<file path="config.mk">
export PLATFORM = sky130hd
export DESIGN_NAME = xcalc_seq
export DESIGN_NICKNAME = d
export VERILOG_FILES = /design/src/rtl/xcalc_seq.sv
export SDC_FILE = /design/constraint.sdc
export NUM_CORES = 1
export LEC_CHECK = 0
export ABC_AREA = 1
export CORE_MARGIN = 5
export CORE_UTILIZATION = 57
export CTS_CLUSTER_DIAMETER = 150
export DETAILED_ROUTE_END_ITERATION = 7
export PLACE_DENSITY_LB_ADDON = 0.25
export SLEW_MARGIN = 10
export SYNTH_ARGS = -nofsm -noshare
export SYNTH_HDL_FRONTEND = slang
export SYNTH_SLANG_ARGS = --single-unit
</file>
<file path="constraint.sdc">
create_clock -name clk -period 3.7 [get_ports clk]
set_input_delay 0.925 -clock clk [delete_from_list [all_inputs] [get_ports clk]]
set_output_delay 0.925 -clock clk [all_outputs]
set_load 0.03 [all_outputs]
</file>
<file path="src/rtl/xcalc_seq.sv">
// xcalc_seq: calculator sequencer. Debounced buttons capture operands and the op, start the ALU,
// wait for completion with a timeout and drive the display. Define XCALC_CHAIN_EN for accumulator chaining.
module xcalc_seq #(
  parameter int DEB_CYCLES = 16,
  parameter int TIMEOUT    = 255,
  parameter int NR_W       = 4
) (
  input  logic            clk,
  input  logic            rst,
  input  logic            btn_enter,
  input  logic            btn_clr,
  input  logic [7:0]      sw,
  output logic [NR_W-1:0] alu_first,
  output logic [NR_W-1:0] alu_second,
  output logic [NR_W-1:0] alu_op,
  output logic            alu_start,
  input  logic            alu_done,
  input  logic [7:0]      alu_result,
  output logic [7:0]      disp_bin,
  output logic [1:0]      disp_msg,
  output logic            disp_sgn,
  output logic            disp_we,
  output logic            busy,
  output logic            err
);

  typedef enum logic [2:0] {GET_A, GET_B, GET_OP, EXEC, WAIT, SHOW, ERR} state_e;
  typedef enum logic [1:0] {
    MSG_NUM = 2'b00,
    MSG_OP  = 2'b01,
    MSG_VAL = 2'b10,
    MSG_ERR = 2'b11
  } msg_e;

  localparam int DCW = $clog2(DEB_CYCLES + 1);
  localparam int TCW = $clog2(TIMEOUT + 1);
  localparam logic [NR_W-1:0] OP_SUB = NR_W'(1);
  localparam logic [NR_W-1:0] OP_DIV = NR_W'(3);

  // Index 0 is the enter button, index 1 the clear button.
  logic [1:0]      btn_s1, btn_s2, btn_lvl, btn_lvl_d;
  logic [DCW-1:0]  deb_cnt [2];
  logic [NR_W-1:0] sw_s1, sw_s2;
  logic            enter_p, clr_p;
  logic            unused_sw;

  assign unused_sw = ^sw[7:NR_W];

  // NOTE: state uses non-blocking assignments and an asynchronous clear so every
  // flop reads the pre-edge value of its neighbours and resets without a clock.
  always_ff @(posedge clk or negedge rst) begin
    if (!rst) begin
      btn_s1    <= '0;
      btn_s2    <= '0;
      btn_lvl   <= '0;
      btn_lvl_d <= '0;
      sw_s1     <= '0;
      sw_s2     <= '0;
      for (int i = 0; i < 2; i++) deb_cnt[i] <= '0;
    end else begin
      btn_s1    <= {btn_clr, btn_enter};
      btn_s2    <= btn_s1;
      sw_s1     <= sw[NR_W-1:0];
      sw_s2     <= sw_s1;
      btn_lvl_d <= btn_lvl;
      for (int i = 0; i < 2; i++) begin
        if (btn_s2[i] == btn_lvl[i]) begin
          deb_cnt[i] <= '0;
        end else if (deb_cnt[i] == DCW'(DEB_CYCLES - 1)) begin
          btn_lvl[i] <= btn_s2[i];
          deb_cnt[i] <= '0;
        end else begin
          deb_cnt[i] <= deb_cnt[i] + 1'b1;
        end
      end
    end
  end

  assign enter_p = btn_lvl[0] & ~btn_lvl_d[0];
  assign clr_p   = btn_lvl[1] & ~btn_lvl_d[1];

  state_e          state_q, state_d;
  msg_e            msg_q, msg_d;
  logic [NR_W-1:0] a_q, a_d, b_q, b_d, op_q, op_d;
  logic [7:0]      bin_q, bin_d;
  logic            sgn_q, sgn_d, we_q, we_d;
  logic [TCW-1:0]  tcnt_q, tcnt_d;
`ifdef XCALC_CHAIN_EN
  logic [7:0]      res_q, res_d;
`endif

  // NOTE: every variable gets its hold value first so no path through the case infers a latch.
  always_comb begin
    state_d = state_q;
    msg_d   = msg_q;
    a_d     = a_q;
    b_d     = b_q;
    op_d    = op_q;
    bin_d   = bin_q;
    sgn_d   = sgn_q;
    we_d    = 1'b0;
    tcnt_d  = tcnt_q;
`ifdef XCALC_CHAIN_EN
    res_d   = res_q;
`endif
    if (clr_p) begin
      state_d = GET_A;
      a_d     = '0;
      b_d     = '0;
      op_d    = '0;
      msg_d   = MSG_VAL;
      we_d    = 1'b1;
    end else begin
      unique case (state_q)
        GET_A: if (enter_p) begin
          a_d     = sw_s2;
          state_d = GET_B;
          msg_d   = MSG_VAL;
          we_d    = 1'b1;
        end
        GET_B: if (enter_p) begin
          b_d     = sw_s2;
          state_d = GET_OP;
          msg_d   = MSG_OP;
          we_d    = 1'b1;
        end
        GET_OP: if (enter_p) begin
          op_d = sw_s2;
          if (sw_s2 > OP_DIV || (sw_s2 == OP_DIV && b_q == '0)) begin
            state_d = ERR;
            msg_d   = MSG_ERR;
            we_d    = 1'b1;
          end else begin
            state_d = EXEC;
          end
        end
        EXEC: begin
          tcnt_d  = '0;
          state_d = WAIT;
        end
        WAIT: begin
          tcnt_d = tcnt_q + 1'b1;
          if (alu_done) begin
            state_d = SHOW;
            msg_d   = MSG_NUM;
            we_d    = 1'b1;
`ifdef XCALC_CHAIN_EN
            res_d   = alu_result;
`endif
            if (op_q == OP_SUB && alu_result[7]) begin
              bin_d = 8'd0 - alu_result;
              sgn_d = 1'b1;
            end else begin
              bin_d = alu_result;
              sgn_d = 1'b0;
            end
          end else if (tcnt_d == TCW'(TIMEOUT - 1)) begin
            // Error state is entered exactly TIMEOUT cycles after the start pulse.
            state_d = ERR;
            msg_d   = MSG_ERR;
            we_d    = 1'b1;
          end
        end
        SHOW: if (enter_p) begin
`ifdef XCALC_CHAIN_EN
          if ((op_q == OP_SUB && res_q[7]) || res_q > 8'(2**NR_W - 1)) begin
            state_d = ERR;
            msg_d   = MSG_ERR;
          end else begin
            a_d     = res_q[NR_W-1:0];
            state_d = GET_B;
            msg_d   = MSG_VAL;
          end
`else
          state_d = GET_A;
          msg_d   = MSG_VAL;
`endif
          we_d = 1'b1;
        end
        ERR: ;
        default: state_d = GET_A;
      endcase
    end
    // The sign only accompanies a shown number.
    if (msg_d != MSG_NUM) sgn_d = 1'b0;
  end

  always_ff @(posedge clk or negedge rst) begin
    if (!rst) begin
      state_q <= GET_A;
      msg_q   <= MSG_VAL;
      a_q     <= '0;
      b_q     <= '0;
      op_q    <= '0;
      bin_q   <= '0;
      sgn_q   <= 1'b0;
      we_q    <= 1'b0;
      tcnt_q  <= '0;
`ifdef XCALC_CHAIN_EN
      res_q   <= '0;
`endif
    end else begin
      state_q <= state_d;
      msg_q   <= msg_d;
      a_q     <= a_d;
      b_q     <= b_d;
      op_q    <= op_d;
      bin_q   <= bin_d;
      sgn_q   <= sgn_d;
      we_q    <= we_d;
      tcnt_q  <= tcnt_d;
`ifdef XCALC_CHAIN_EN
      res_q   <= res_d;
`endif
    end
  end

  assign alu_first  = a_q;
  assign alu_second = b_q;
  assign alu_op     = op_q;
  assign alu_start  = (state_q == EXEC);
  assign busy       = (state_q == EXEC) || (state_q == WAIT);
  assign err        = (state_q == ERR);
  assign disp_bin   = bin_q;
  assign disp_msg   = msg_q;
  assign disp_sgn   = sgn_q;
  assign disp_we    = we_q;

endmodule

</file>
# Word-level counts from Yosys, hierarchy flattened
# Index checks and enable logic that the tools add are counted.
# totals
reg_bits,61
inputBits,21
elab_cells,117
# op_classes
n_addsub,4
order_cmp,1
eq_ne,20
n_mux,42
bitwise_logic,7
n_reduce_logical,25
# op_table
cell,count
4-bit 2-to-1 mux,7
3-bit 2-to-1 mux,8
3-bit case mux with 7 select lines,1
5-bit 2-to-1 mux,4
8-bit case mux with 2 select lines,1
2-bit nonzero test,8
2-bit 2-to-1 mux,7
"3-bit != test, second input constant",4
2-bit AND reduction,6
1-bit 2-to-1 mux,11
"5-bit by 1-bit adder with 5-bit output, second input constant",2
"5-bit by 4-bit equality test with 1-bit output, second input constant",2
"3-bit equality test, second input constant",3
"8-bit by 1-bit adder with 8-bit output, second input constant",1
"8-bit equality test, second input constant",1
8-bit 2-to-1 mux,1
2-bit case mux with 4 select lines,1
"1-bit by 8-bit subtractor with 8-bit output, first input constant",1
"3-bit by 2-bit equality test with 1-bit output, second input constant",2
3-bit AND reduction,2
6-bit AND reduction,1
1-bit inverter,5
"4-bit by 1-bit equality test with 1-bit output, second input constant",1
"4-bit by 2-bit equality test with 1-bit output, second input constant",1
other kinds (13),18

# Logic depth before layout (Yosys ltp)
# logic_depth
depth_word,10
depth_mapped,14

# Worst setup path before layout
# OpenSTA, ideal clock, no wires.
# synth_path
kind,reg-to-output
start,register state_q[2]
end,output port busy
t_arrival_ps,1299
required_time_ps,2775
setup_slack_ps,1476
path_stages_with_launch,4
path_buffers,0
path_cell_list,dfrtp_1 -> inv_2 -> nand2_4 -> o21ai_0
# synth_via
elab_chain_len,2
# synth_lines
element,line_no,text
start: declaration,82,"state_e state_q, state_d;"
start signal: assignment,203,state_q <= state_d;
3-bit by 2-bit equality test with 1-bit output / 3-bit equality test (equally long branches),222,assign busy = (state_q == EXEC) || (state_q == WAIT);
1-bit logical OR *,222,
end: declaration,23,"output logic busy,"
# Mark *: on every way between the ends. The rest lies on a longest branch, timed or not.

# Final worst setup path
# layout_path
start,register state_q[1]
end,output port busy
# Same word-level chain as after synthesis.

==> reports/qor.yml <==
hold_viol: 0
tns_ps: 0
min_period_over_period_pct: 81.2
overflow: 0
cts_hold_buf: 0
dp_hpwl_um: 4150
postCtsSetupBuffers: 0
rsz0062_at_grt: "false"
ys_seq_area_share_pct: 53.9
syn_area_um2: 2840
timing.rr.end: "state_q[0]"
slew_headroom_pct: 34.2
start_util_pct: 59.2
grt_antenna_before_repair: 0
cts_tree: "yes"
clk_latency_ps: 340
yosys-top-cells-area: "dfrtp_1, nand2_1, inv_1"
reg2reg_from: "tcnt_q[0]"
fin_hold_ws_ps: 350
synth_fp_nets: 342
worst_clock_skew_ps: 8.27
worst-slew-pin-transition_ps: 988
stdcell_area_um2: 3590
yosysTopAreaCell: "dfrtp_1"
r2r_cells: 12
max_freq_mhz: 333
wl_met3_um: 303
grt_util_all_layers_pct: 20.4
placed_cell_area_um2: 3350
required_ps: 2770
setup.worst_path.end_class: "output port"
io_buffers: 43
detail_route.wl_per_cell_um: 13.1
cts.repair.resized: 0
via_count: 2252
die_area_um2: 6480
final_util_pct: 75.0
period_needed_ps: 3000
ys_warn_count: 0
cts-root-buf: "clkbuf_8"
placementRows: 25
p_per_area_nw_per_um2: 437
routed_wl_um: 5830
synth_top_area_share_pct: 53.0
syn-instance-count: 316
ys_ff_latch: 61
gp_congestion: 0.921
antenna_cells: 0
die_w_um: 80.5
drive_gt1_share_pct: 12.2
area_growth_pct: 26.5
cp_max_fo: 6
hold_class: "register to register"
final_common_cell: "nand2_1"
crit_start: "state_q[1]"
hold_end: "sw_s2[0]"
ant_nets: 0
setup_violations: 0
min_path_cells: 0
max_cap_viol_count: 0
leakage_nw: 1.66
path_clk_slew_ps: 70
die_h_um: 80.5
cp.arrival_ps: 2080
min-delay-start: "sw_s1[0]"
outcome: "complete, no violations"
drc_errors: 0
cts_sinks: 61
core_area_um2: 4790
avgSynthCellArea_um2: 8.97
met2_length_um: 2740
htreeDepth: 3
first_iter_violations: 146
grt_pass1_wl_um: 10000
grt_max_degree: 48
pre_cts_ws_ps: 1050
cts_max_path_buffers: 2
crit_type: "register to output port"
top_layer: "met4"
finalMaxSlewViolations: 0
ios: 48
final_nets: 397
r2r_slack_ps: 1940
firstDrtPassIters: 4
m1WireLength_um: 2690
synth_cell_types: 33
fin_ws_ps: 697
viasPerCell: 5.08
worst_setup_path_start_kind: "register"
first_global_vias: 2232
peakVddDrop_mv: 0.347
layout_common_cells: "nand2_1, dfrtp_1, inv_1, clkdlybuf4s50_1, nor2_1"
numCtsBuffers: 9
nFillCells: 341
==> synth_stat cells, drive strengths merged <==
cell,number
a21oi,10
a31oi,1
and3,2
buf,2
dfrtp,60
dfstp,1
ha,5
inv,48
mux2,6
nand2,69
nand3,12
nand4,3
nor2,38
nor3,7
nor4,1
o2111ai,2
o211ai,2
o21a,1
o21ai,31
o22ai,5
o31ai,1
or2,1
xnor2,3
xor2,5
==> cells by family after synthesis <==
kind of cell	after synthesis	share of synthesized area, %
XOR/XNOR	8	2.47
flip-flops	61	53.9
AO/OA/AOI/OAI	53	10.5
AND/OR/NAND/NOR	133	21.5
multiplexers	6	2.38
adder cells (fa/ha/maj)	5	2.21
buffers and inverters	50	7.02
==> critical path, cell delays in order, from the launching register on <==
cell and delay (ps):
dfrtp_1 470, nor2_1 160, inv_1 60, nor2_2 120, inv_2 70, o21ai_0 120, clkdlybuf4s50_1 730
==> metal layers <==
layer	GRT usage [%]	up-vias
met4	8.45	0
met2	32.7	61
met3	5.49	11
met5	0	-
li1	-	1129
met1	26.2	1051
==> registers in the layout, indices dropped and copies added, names as in the netlist <==
register / flops
tcnt_q: 8
disp_we: 1
sw_s2: 4
state_q: 3
disp_sgn: 1
disp_msg: 2
alu_first: 4
btn_lvl: 2
btn_lvl_d: 2
deb_cnt: 10
alu_second: 4
alu_op: 4
disp_bin: 8
sw_s1: 4
btn_s2: 2
btn_s1: 2
==> power breakdown <==
part | internal, mW | leakage (nW) | switching (mW)
clock network | 0.448 | 0.116 | 0.275
logic | 0.0557 | 0.733 | 0.0791
registers | 0.693 | 0.816 | 0.0154
==> through the flow <==
stage          power, mW  cells
4_1_cts             1.57    443
3_3_place_gp       0.853    427
5_1_grt             1.63    443
6_report            1.57    443
2_1_floorplan      0.790    316
3_5_place_dp       0.857    427
==> worst max path at each step <==
stage           end
2_1_floorplan  busy
3_3_place_gp   busy
3_5_place_dp   busy
4_1_cts        busy
5_1_grt        busy
6_report       busy
==> area by class of cell <==
type / instances / area (um2) / area share (%)
flip-flops and latches: 61 / 1530 / 42.6
multi-input cells: 205 / 1110 / 30.9
repair buffers: 46 / 448 / 12.5
inverters: 48 / 180 / 5.02
clock buffers: 10 / 128 / 3.56
clock inverters: 6 / 111 / 3.10
well taps: 67 / 83.8 / 2.34
(Power assumes the default switching activity.)
